File: src/rtl/fm_hop_sequencer.sv
// fm_hop_sequencer
//   Frequency-hopping controller. Walks a small {carrier increment, dwell}
//   table; for every entry it issues one pipelined Wishbone write to the
//   generator's carrier-centre register (address 0) and then dwells for the
//   programmed number of cycles (a dwell of 0 behaves as 1).
//
//   Optional build macro FM_HOP_ACK_TIMEOUT_EN: adds an ack watchdog in
//   WB_WAIT. After TIMEOUT_CYCLES cycles without ack the cycle is dropped,
//   o_error is set (sticky until the next accepted start) and the sequencer
//   returns to IDLE. Without the macro WB_WAIT waits forever, o_error = 0.
//
// Ports
//   i_clk, i_reset          clock, asynchronous active-high reset
//   i_tbl_we/addr/freq/dwell table write port (usable while running)
//   i_last_index, i_loop    sequence end index and wrap enable
//   i_start, i_stop         single-cycle control pulses (stop wins)
//   o_wb_*, i_wb_ack/stall  Wishbone master towards the generator
//   o_busy                  sequencer not idle
//   o_index                 current table entry
//   o_hop_strobe            one-cycle pulse on the first cycle of each dwell
//   o_error                 sticky ack-timeout flag
module fm_hop_sequencer #(
  parameter int TBL_AW         = 4,
  parameter int DWELL_W        = 24,
  parameter int TIMEOUT_CYCLES = 15
) (
  input  logic               i_clk,
  input  logic               i_reset,
  input  logic               i_tbl_we,
  input  logic [TBL_AW-1:0]  i_tbl_addr,
  input  logic [31:0]        i_tbl_freq,
  input  logic [DWELL_W-1:0] i_tbl_dwell,
  input  logic [TBL_AW-1:0]  i_last_index,
  input  logic               i_loop,
  input  logic               i_start,
  input  logic               i_stop,
  output logic               o_wb_cyc,
  output logic               o_wb_stb,
  output logic               o_wb_we,
  output logic [1:0]         o_wb_addr,
  output logic [31:0]        o_wb_data,
  input  logic               i_wb_ack,
  input  logic               i_wb_stall,
  output logic               o_busy,
  output logic [TBL_AW-1:0]  o_index,
  output logic               o_hop_strobe,
  output logic               o_error
);

  localparam int DEPTH = 2 ** TBL_AW;

  typedef enum logic [2:0] {
    S_IDLE,
    S_FETCH,
    S_WB_REQ,
    S_WB_WAIT,
    S_DWELL
  } state_t;

  logic [31:0]        tbl_freq  [DEPTH];
  logic [DWELL_W-1:0] tbl_dwell [DEPTH];

  state_t             state_q, state_d;
  logic               cyc_q, cyc_d;
  logic               stb_q, stb_d;
  logic [31:0]        data_q, data_d;
  logic [DWELL_W-1:0] dwell_q, dwell_d;
  logic [DWELL_W-1:0] cnt_q, cnt_d;
  logic [TBL_AW-1:0]  index_q, index_d;
  logic               hop_q, hop_d;
  logic               stop_pend_q, stop_pend_d;
  logic               start_ok;
  logic               timeout;

  // Table RAM: no reset. Reads happen in FETCH and are captured into the
  // bus data / dwell registers, so a same-cycle write returns the old entry.
  always_ff @(posedge i_clk) begin
    if (i_tbl_we) begin
      tbl_freq[i_tbl_addr]  <= i_tbl_freq;
      tbl_dwell[i_tbl_addr] <= i_tbl_dwell;
    end
  end

  assign start_ok = (state_q == S_IDLE) && i_start && !i_stop;

  always_ff @(posedge i_clk or posedge i_reset) begin
    if (i_reset) begin
      state_q     <= S_IDLE;
      cyc_q       <= 1'b0;
      stb_q       <= 1'b0;
      data_q      <= '0;
      dwell_q     <= '0;
      cnt_q       <= '0;
      index_q     <= '0;
      hop_q       <= 1'b0;
      stop_pend_q <= 1'b0;
    end else begin
      state_q     <= state_d;
      cyc_q       <= cyc_d;
      stb_q       <= stb_d;
      data_q      <= data_d;
      dwell_q     <= dwell_d;
      cnt_q       <= cnt_d;
      index_q     <= index_d;
      hop_q       <= hop_d;
      stop_pend_q <= stop_pend_d;
    end
  end

  always_comb begin
    state_d     = state_q;
    cyc_d       = cyc_q;
    stb_d       = stb_q;
    data_d      = data_q;
    dwell_d     = dwell_q;
    cnt_d       = cnt_q;
    index_d     = index_q;
    hop_d       = 1'b0;
    stop_pend_d = stop_pend_q;

    case (state_q)
      S_IDLE: begin
        stop_pend_d = 1'b0;
        if (start_ok) begin
          index_d = '0;
          state_d = S_FETCH;
        end
      end

      S_FETCH: begin
        if (i_stop) begin
          state_d = S_IDLE;
        end else begin
          data_d  = tbl_freq[index_q];
          dwell_d = tbl_dwell[index_q];
          cyc_d   = 1'b1;
          stb_d   = 1'b1;
          state_d = S_WB_REQ;
        end
      end

      S_WB_REQ: begin
        // A stop here is deferred: the bus cycle is always completed.
        if (i_stop) stop_pend_d = 1'b1;
        if (!i_wb_stall) begin
          stb_d   = 1'b0;
          state_d = S_WB_WAIT;
        end
      end

      S_WB_WAIT: begin
        if (i_stop) stop_pend_d = 1'b1;
        if (i_wb_ack) begin
          cyc_d = 1'b0;
          if (stop_pend_q || i_stop) begin
            state_d = S_IDLE;
          end else begin
            hop_d   = 1'b1;
            cnt_d   = (dwell_q == '0) ? DWELL_W'(1) : dwell_q;
            state_d = S_DWELL;
          end
        end else if (timeout) begin
          cyc_d   = 1'b0;
          state_d = S_IDLE;
        end
      end

      S_DWELL: begin
        if (i_stop) begin
          cnt_d   = '0;
          state_d = S_IDLE;
        end else if (cnt_q <= DWELL_W'(1)) begin
          cnt_d = '0;
          if (index_q != i_last_index) begin
            index_d = index_q + TBL_AW'(1);
            state_d = S_FETCH;
          end else if (i_loop) begin
            index_d = '0;
            state_d = S_FETCH;
          end else begin
            state_d = S_IDLE;
          end
        end else begin
          cnt_d = cnt_q - DWELL_W'(1);
        end
      end

      default: begin
        cyc_d   = 1'b0;
        stb_d   = 1'b0;
        state_d = S_IDLE;
      end
    endcase
  end

`ifdef FM_HOP_ACK_TIMEOUT_EN
  localparam int TW = $clog2(TIMEOUT_CYCLES + 1);

  logic [TW-1:0] tmo_q;
  logic          err_q;

  // Counts WB_WAIT cycles; fires on the TIMEOUT_CYCLES-th cycle without ack.
  assign timeout = (state_q == S_WB_WAIT) && !i_wb_ack &&
                   (tmo_q == TW'(TIMEOUT_CYCLES - 1));

  always_ff @(posedge i_clk or posedge i_reset) begin
    if (i_reset) begin
      tmo_q <= '0;
      err_q <= 1'b0;
    end else begin
      if (state_q == S_WB_WAIT) tmo_q <= tmo_q + TW'(1);
      else                      tmo_q <= '0;
      if (start_ok)     err_q <= 1'b0;
      else if (timeout) err_q <= 1'b1;
    end
  end

  assign o_error = err_q;
`else
  assign timeout = 1'b0;
  assign o_error = 1'b0;
`endif

  assign o_wb_cyc     = cyc_q;
  assign o_wb_stb     = stb_q;
  assign o_wb_we      = cyc_q;
  assign o_wb_addr    = 2'd0;
  assign o_wb_data    = data_q;
  assign o_busy       = (state_q != S_IDLE);
  assign o_index      = index_q;
  assign o_hop_strobe = hop_q;

endmodule

File: config.mk
export PLATFORM = sky130hd
export DESIGN_NAME = fm_hop_sequencer
export DESIGN_NICKNAME = d
export VERILOG_FILES = /design/src/rtl/fm_hop_sequencer.sv
export SDC_FILE = /design/constraint.sdc
export NUM_CORES = 1
export LEC_CHECK = 0
export ABC_CLOCK_PERIOD_IN_PS = 3400
export CORE_MARGIN = 4
export CORE_UTILIZATION = 35
export CTS_BUF_LIST = sky130_fd_sc_hd__clkbuf_8
export DETAILED_ROUTE_END_ITERATION = 16
export PLACE_DENSITY = 0.54
export SLEW_MARGIN = 10
export SYNTH_ARGS = -nofsm -noshare
export SYNTH_HDL_FRONTEND = slang
export SYNTH_SLANG_ARGS = --single-unit
File: constraint.sdc
create_clock -name i_clk -period 3.4 [get_ports i_clk]
set_input_delay 0.68 -clock i_clk [delete_from_list [all_inputs] [get_ports i_clk]]
set_output_delay 0.68 -clock i_clk [all_outputs]
set_load 0.005 [all_outputs]
# Word-level counts from Yosys, hierarchy flattened
# Memory sizes are Yosys's and may differ from the RTL's. A register that Yosys moved wholly into a read port is not among the register bits.
# Index checks and enable logic that the tools add are counted.
[totals]
register_bits = 35
latchBits = 0
ramBits = 896
romBits = 0
input_bits = 72
output_inout_bits = 44
word_cells = 84
memories = 2
[mem_list]
columns = ["name", "depth", "width", "read_ports", "rd_clocked_by_memory_dff", "write_ports", "line", "source"]
rows = [
  ["tbl_freq", 16, 32, 1, 1, 1, "60", "logic [31:0] tbl_freq [DEPTH];"],
  ["tbl_dwell", 16, 24, 1, 1, 1, "61", "logic [DWELL_W-1:0] tbl_dwell [DEPTH];"],
]
[op_classes]
addsub = 2
mul = 0
div = 0
n_lt_le_gt_ge = 1
n_eq_ne = 15
n_shift = 0
mux = 34
n_bitwise = 3
reduce_logical = 20
[ops]
columns = ["cell", "count"]
rows = [
  ["two-way mux 24 bit", 5],
  ["one-hot mux 24 bit (2 select lines)", 1],
  ["<= comparator 24 x 1 -> 1 bit, second input constant", 1],
  ["logical NOT 24 bit", 1],
  ["subtractor 24 x 1 -> 24 bit, second input constant", 1],
  ["two-way mux 4 bit", 5],
  ["two-way mux 3 bit", 6],
  ["one-hot mux 3 bit (5 select lines)", 1],
  ["inequality test 2 bit, second input constant", 7],
  ["two-way mux 1 bit", 11],
  ["AND reduction 3 bit", 3],
  ["one-hot mux 4 bit (2 select lines)", 1],
  ["equality test 3 x 2 -> 1 bit, second input constant", 2],
  ["inequality test 3 bit, second input constant", 2],
  ["one-hot mux 1 bit (3 select lines)", 2],
  ["nonzero test 2 bit", 3],
  ["OR reduction 3 bit", 2],
  ["AND reduction 5 bit", 1],
  ["adder 4 x 1 -> 4 bit, second input constant", 1],
  ["inequality test 4 bit", 1],
  ["AND reduction 2 bit", 2],
  ["AND reduction 4 bit", 1],
  ["equality test 3 x 1 -> 1 bit, second input constant", 1],
  ["equality test 3 bit, second input constant", 1],
  ["10 further kinds", 13],
]

# Logic depth before layout (Yosys ltp)
# Gate-level depths: netlist of run 1.
[depth]
depth_word = 5
depth_mapped = 9
ltp_nobuf = 7

# Least setup slack after synthesis of run 1
# Ideal clock, no wire load.
[synth_timing]
path_type = "input -> register"
from = "input port i_tbl_addr[3]"
to = "memory tbl_dwell[0][0], enable pin"
setup_ps = 539
arrival_time_ps = 5008
t_required_ps = 2861
path_slack_ps = -2147
cell_stages = 2
path_buffers = 0
cell_sequence = "or3b_2 > nor3_1"
[synth_rtl]
columns = ["item", "line", "source"]
rows = [
  ["from (decl)", "30", "input logic [TBL_AW-1:0] i_tbl_addr,"],
  ["to (decl)", "61", ""],
]
# No word-level cell before the write port.

# Worst setup path after layout of run 1
[layout_timing]
from = "register index_q[0], in the netlist o_index[0]"
to = "output port o_index[0]"
[layout_rtl]
columns = ["item", "line", "source"]
rows = [
  ["from (decl)", "69", "logic [TBL_AW-1:0] index_q, index_d;"],
  ["from (signal assigned)", "104", "index_q <= index_d;"],
  ["to (decl)", "45", "output logic [TBL_AW-1:0] o_index,"],
]
# No word-level cell between the ends.

==> results of run 1 <==
-- power breakdown --
group	internal, mW	leakage [nW]	switching [mW]
Clock	4.86	1.77	4.67
Combinational	1.12	3.43	1.11
Sequential	14.0	9.19	0.742
Total	19.9	14.4	6.52
-- through the flow --
stage               hold slack (ns)  std cells  instance area, um2  setup TNS [ns]
global route                  0.362       3736               45200               0
floorplan                     0.467       1932               38500          -96.59
CTS                           0.291       3735               45200               0
finish                        0.355       3740               45200               0
global placement              0.467       3440               42200               0
detailed placement            0.475       3440               42200               0
-- flip-flops by register name (all words and copies together) (netlist names) --
signal        cells
tbl_dwell       384
state_q           3
dwell_q          24
stop_pend_q       1
o_index           4
o_wb_stb          1
o_wb_data        32
o_hop_strobe      1
tbl_freq        512
o_wb_cyc          1
cnt_q            24
-- cells in the mapped netlist (10+ instances only) --
cell type  count  area share (%)
edfxtp_1     896              70
mux4_2       174              10
mux2i_1      115             3.0
dfrtp_1       91             5.9
o22ai_1       81             1.3
mux2_2        76             2.2
nor2_1        56            0.55
o21ai_0       48            0.62
buf_2         41            0.53
clkbuf_1      40            0.39
a21oi_1       39            0.51
a21o_1        36            0.70
nor3_1        36            0.47
nand2_1       29            0.28
o21bai_1      25            0.49
buf_1         18            0.18
nor4_1        10            0.16
-- cell type report --
class	instances	area [um2]	share of cell area, %
Multi-Input combinational cell	829	8900	19.7
Timing Repair Buffer	203	2290	5.07
Clock buffer	172	2370	5.24
Tap cell	1414	1770	3.91
Inverter	8	32.5	0.0720
Clock inverter	122	631	1.40
Sequential cell	987	29200	64.6
Antenna cell	5	12.5	0.0277
-- cell families (layout without fill, tap and decap cells) --
family / count (synthesis) / in the layout / share of synthesized area, %
compound gates: 267 / 267 / 4.48
other cells: 1 / 8 / 0.00975
fa+ha+maj: 3 / 3 / 0.0976
buf+inv: 116 / 505 / 1.38
mux: 365 / 365 / 15.4
simple gates: 185 / 185 / 2.57
xor+xnor: 6 / 6 / 0.137
flops: 987 / 987 / 75.9
-- per-layer routing --
metal | up-vias | GRT usage [%] | wire (um)
li1 | 8523 | - | -
met4 | 10 | 4.37 | 1570
met3 | 141 | 3.52 | 5120
met1 | 10388 | 22.4 | 41500
met5 | - | 0 | 70
met2 | 531 | 26.8 | 46200
-- worst register-to-register path, cell delays in order, from the launching register on --
cell and delay (ns):
dfrtp_1 0.44, nor4_2 0.48, nand4b_1 0.28, o21ai_2 0.46, buf_4 0.37, o21ai_1 0.12, a221o_1 0.36
-- worst max-delay path by stage --
| stage | from | end | slack, ns | depth (start not counted) |
|---|---|---|---|---|
| global placement | i_stop | cnt_q[11] | 0.36 | 6 |
| CTS | o_index[0] | o_index[0] | 0.1 | 2 |
| global route | o_index[0] | o_index[0] | 0.1 | 2 |
| finish | o_index[0] | o_index[0] | 0.24 | 2 |
| floorplan | i_tbl_addr[3] | tbl_dwell[1][0] | -0.64 | 2 |
| detailed placement | i_stop | cnt_q[15] | 0.30 | 5 |
-- what timing repair did --
item                                    CTS  global route
gates resized for setup                   0             0
hold buffers                              0             0
endpoints found under the setup margin    1             0
buffers inserted                          1             0
==> results.json, run 1 <==
{
  "status": "completed",
  "first_global_vias": 21171,
  "rr_startpoint": "cnt_q[16]",
  "route.vias.total": 19593,
  "crit_slowest_cell": "dfrtp_4",
  "numCtsBuffers": 159,
  "dp_hpwl_mm": 52.2,
  "utilization_pct": 41.5,
  "rr_endpoint": "cnt_q[16]",
  "grt_antenna_before_repair": 10,
  "path_delay_family": "buffers and inverters",
  "grt_pass1_wl_mm": 141,
  "wl_per_cell_um": 25.3,
  "synth_edf_count": 896,
  "die_w_um": 339,
  "syn-instance-count": 1930,
  "initial_core_util_pct": 35.3,
  "yosys_most_used_dff": "edfxtp_1",
  "max_slew_margin_pct": 43.8,
  "core.rowCount": 121,
  "vias_per_cell": 5.24,
  "fp.dieH_um": 339,
  "drcViolationCount": 0,
  "synth_warnings": 0,
  "rrSetupSlack_ns": 0.77,
  "yosys_register_bits": 987,
  "drt_iter0_markers": 1372,
  "slew_viol_final": 0,
  "clk_latency_ns": 0.80,
  "r2r_cells": 6,
  "drtPass1Iterations": 5,
  "rsz0062_at_grt": "false",
  "grt-ovfl-total": 0,
  "fin_ws_ns": 0.242,
  "mostFrequentLayoutCells": "edfxtp_1 (896), mux4_2 (174), clkbuf_8 (172), mux2i_1 (115), clkdlybuf4s50_1 (112)",
  "endpoint_kind": "output pin",
  "async_reset_ff_share_pct": 9.22,
  "path_max_fanout": 33,
  "cap_violations": 0,
  "syn_area_um2": 38400,
  "clock.fmax_mhz": 317,
  "period_share_pct": 92.9,
  "io_pins": 116,
  "grtUsageTotal_pct": 16.4,
  "wirelength_mm": 94.5,
  "root_buffer": "clkbuf_8",
  "htree_levels": 4,
  "hp-class": "in2async",
  "fin_crit_ns": 3.16,
  "drive_above_1_share_pct": 25.2,
  "cp-start-kind": "flip-flop",
  "routabilityCongestion": 0.788,
  "hold_viol": 0,
  "ant_nets": 0,
  "cts_tree": "yes",
  "tightest_slew_ns": 0.843,
  "avgSynthCellArea_um2": 19.9,
  "io_buffer_count": 112,
  "nets": 2263,
  "setup_violations": 0,
  "die_area_um2": 115000,
  "ys_seq_area_share_pct": 75.9,
  "cp_cell_sequence": "buf_12 > clkdlybuf4s50_1",
  "power_density_nw_per_um2": 585,
  "max_stage_delay_ns": 0.74,
  "fin_skew_ns": 0.0320,
  "ir_drop_v": 0.000316,
  "core-area_um2": 109000,
  "cts.sinks": 987,
  "critPathArrivalTime_ns": 2.48,
  "p_leak_nw": 14.4,
  "crit_type": "reg2out",
  "clkTransAtPathRegs_ns": 0.06,
  "critPathRequiredTime_ns": 2.72,
  "worst-path-buf-inv": 2,
  "grt_start_max_net_pins": 64,
  "synth_cell_types": 66,
  "cts_buffer_depth": 3,
  "mostFrequentLayoutCell": "edfxtp_1",
  "area_delta_synth_final_pct": 17.6,
  "nFillCells": 9630,
  "dpl_worst_slack_ns": 0.295,
  "power.total_mw": 26.5
}
Power figures use the tool's default switching activity.
==> run 2: changes to the inputs <==
Settings changed: SKIP_CTS_REPAIR_TIMING set to 1.
==> results.json, run 2 (synthesis gave the netlist of run 1 again) <==
{
  "status": "completed",
  "wirelength_mm": 94.6,
  "rsz0062_at_grt": "false",
  "hp-class": "in2async",
  "clkTransAtPathRegs_ns": 0.06,
  "nets": 2263,
  "htree_levels": 4,
  "mostFrequentLayoutCell": "edfxtp_1",
  "dp_hpwl_mm": 52.2,
  "max_slew_margin_pct": 43.9,
  "design_area_um2": 45200,
  "root_buffer": "clkbuf_8",
  "ant_nets": 0,
  "cts_buffer_depth": 3,
  "rr_endpoint": "cnt_q[16]",
  "mostFrequentLayoutCells": "edfxtp_1 (896), mux4_2 (174), clkbuf_8 (172), mux2i_1 (115), clkdlybuf4s50_1 (112)",
  "wl_per_cell_um": 25.3,
  "max_stage_delay_ns": 0.74,
  "core.rowCount": 121,
  "power_density_nw_per_um2": 586,
  "initial_core_util_pct": 35.3,
  "path_delay_family": "buffers and inverters",
  "clk_latency_ns": 0.80,
  "period_share_pct": 93.1,
  "first_global_vias": 21177,
  "hold_viol": 0,
  "tightest_slew_ns": 0.841,
  "critPathArrivalTime_ns": 2.49,
  "numCtsBuffers": 159,
  "crit_type": "reg2out",
  "grt-ovfl-total": 0,
  "routabilityCongestion": 0.788,
  "setup_violations": 0,
  "io_pins": 116,
  "path_max_fanout": 33,
  "regMostFlops": "tbl_freq",
  "holdWs_ns": 0.358,
  "drive_above_1_share_pct": 25.2,
  "fin_skew_ns": 0.0326,
  "grt_antenna_before_repair": 10,
  "cp_cell_sequence": "buf_12 > clkdlybuf4s50_1",
  "worst-path-buf-inv": 2,
  "io_buffer_count": 112,
  "r2r_cells": 6,
  "clock.fmax_mhz": 316,
  "slew_viol_final": 0,
  "rr_startpoint": "cnt_q[16]",
  "die_w_um": 339,
  "critPathRequiredTime_ns": 2.72,
  "endpoint_kind": "output pin",
  "crit_slowest_cell": "dfrtp_4",
  "largest_register_ffs": 512,
  "ir_drop_v": 0.000315,
  "cts.sinks": 987,
  "fp.dieH_um": 339,
  "cp-start-kind": "flip-flop",
  "placed_area_um2": 42200,
  "p_leak_nw": 14.4,
  "vias_per_cell": 5.24,
  "rrSetupSlack_ns": 0.75,
  "area_delta_synth_final_pct": 17.6,
  "cap_violations": 0,
  "grt_pass1_wl_mm": 140,
  "route.vias.total": 19610,
  "drcViolationCount": 0,
  "die_area_um2": 115000,
  "core-area_um2": 109000,
  "grt_start_max_net_pins": 64,
  "cts_tree": "yes",
  "grtUsageTotal_pct": 16.3,
  "drtPass1Iterations": 5,
  "fin_crit_ns": 3.17,
  "drt_iter0_markers": 1387
}
run 2: worst max path at each step:
stage                   from              end  slack [ns]  cells past startpoint
6_report          o_index[0]       o_index[0]        0.23                      2
5_1_grt           o_index[0]       o_index[0]         0.1                      2
4_1_cts           o_index[0]       o_index[0]       -0.08                      2
3_5_place_dp          i_stop        cnt_q[15]        0.30                      5
3_3_place_gp          i_stop        cnt_q[11]        0.36                      6
2_1_floorplan  i_tbl_addr[3]  tbl_dwell[1][0]       -0.64                      2
run 2: layout make-up:
| type | count | area, um2 |
|---|---|---|
| multi-input combinational | 829 | 8900 |
| tap | 1414 | 1770 |
| clock buffer | 172 | 2370 |
| sequential | 987 | 29200 |
| clock inverter | 122 | 631 |
| timing repair buffer | 203 | 2290 |
| fill | 9631 | 63800 |
| antenna | 5 | 12.5 |
| inverter | 8 | 32.5 |
run 2: where the power goes:
part | internal (mW) | switching (mW)
logic | 1.12 | 1.11
registers | 14.0 | 0.749
clock network | 4.86 | 4.66
run 2: per-stage QoR:
step / utilization (%) / setup TNS [ns] / worst slack, ns / power [mW] / instances
after floorplan: - / -96.59 / -0.640 / 15.8 / 1932
after detailed placement: 38.7 / 0 / 0.295 / 17.2 / 3440
after global placement: 38.7 / 0 / 0.359 / 17.1 / 3440
final: 41.5 / 0 / 0.234 / 26.5 / 3740
after CTS: 41.4 / -0.0831 / -0.0831 / 26.8 / 3734
after global routing: 41.5 / 0 / 0.100 / 27.7 / 3736
run 2: per-layer routing:
layer | global-route usage [%] | up-vias | wire length, um
li1 | - | 8525 | -
met1 | 22.3 | 10416 | 41900
met2 | 26.7 | 517 | 46200
met3 | 3.52 | 142 | 4870
met4 | 4.37 | 10 | 1570
met5 | 0 | - | 70
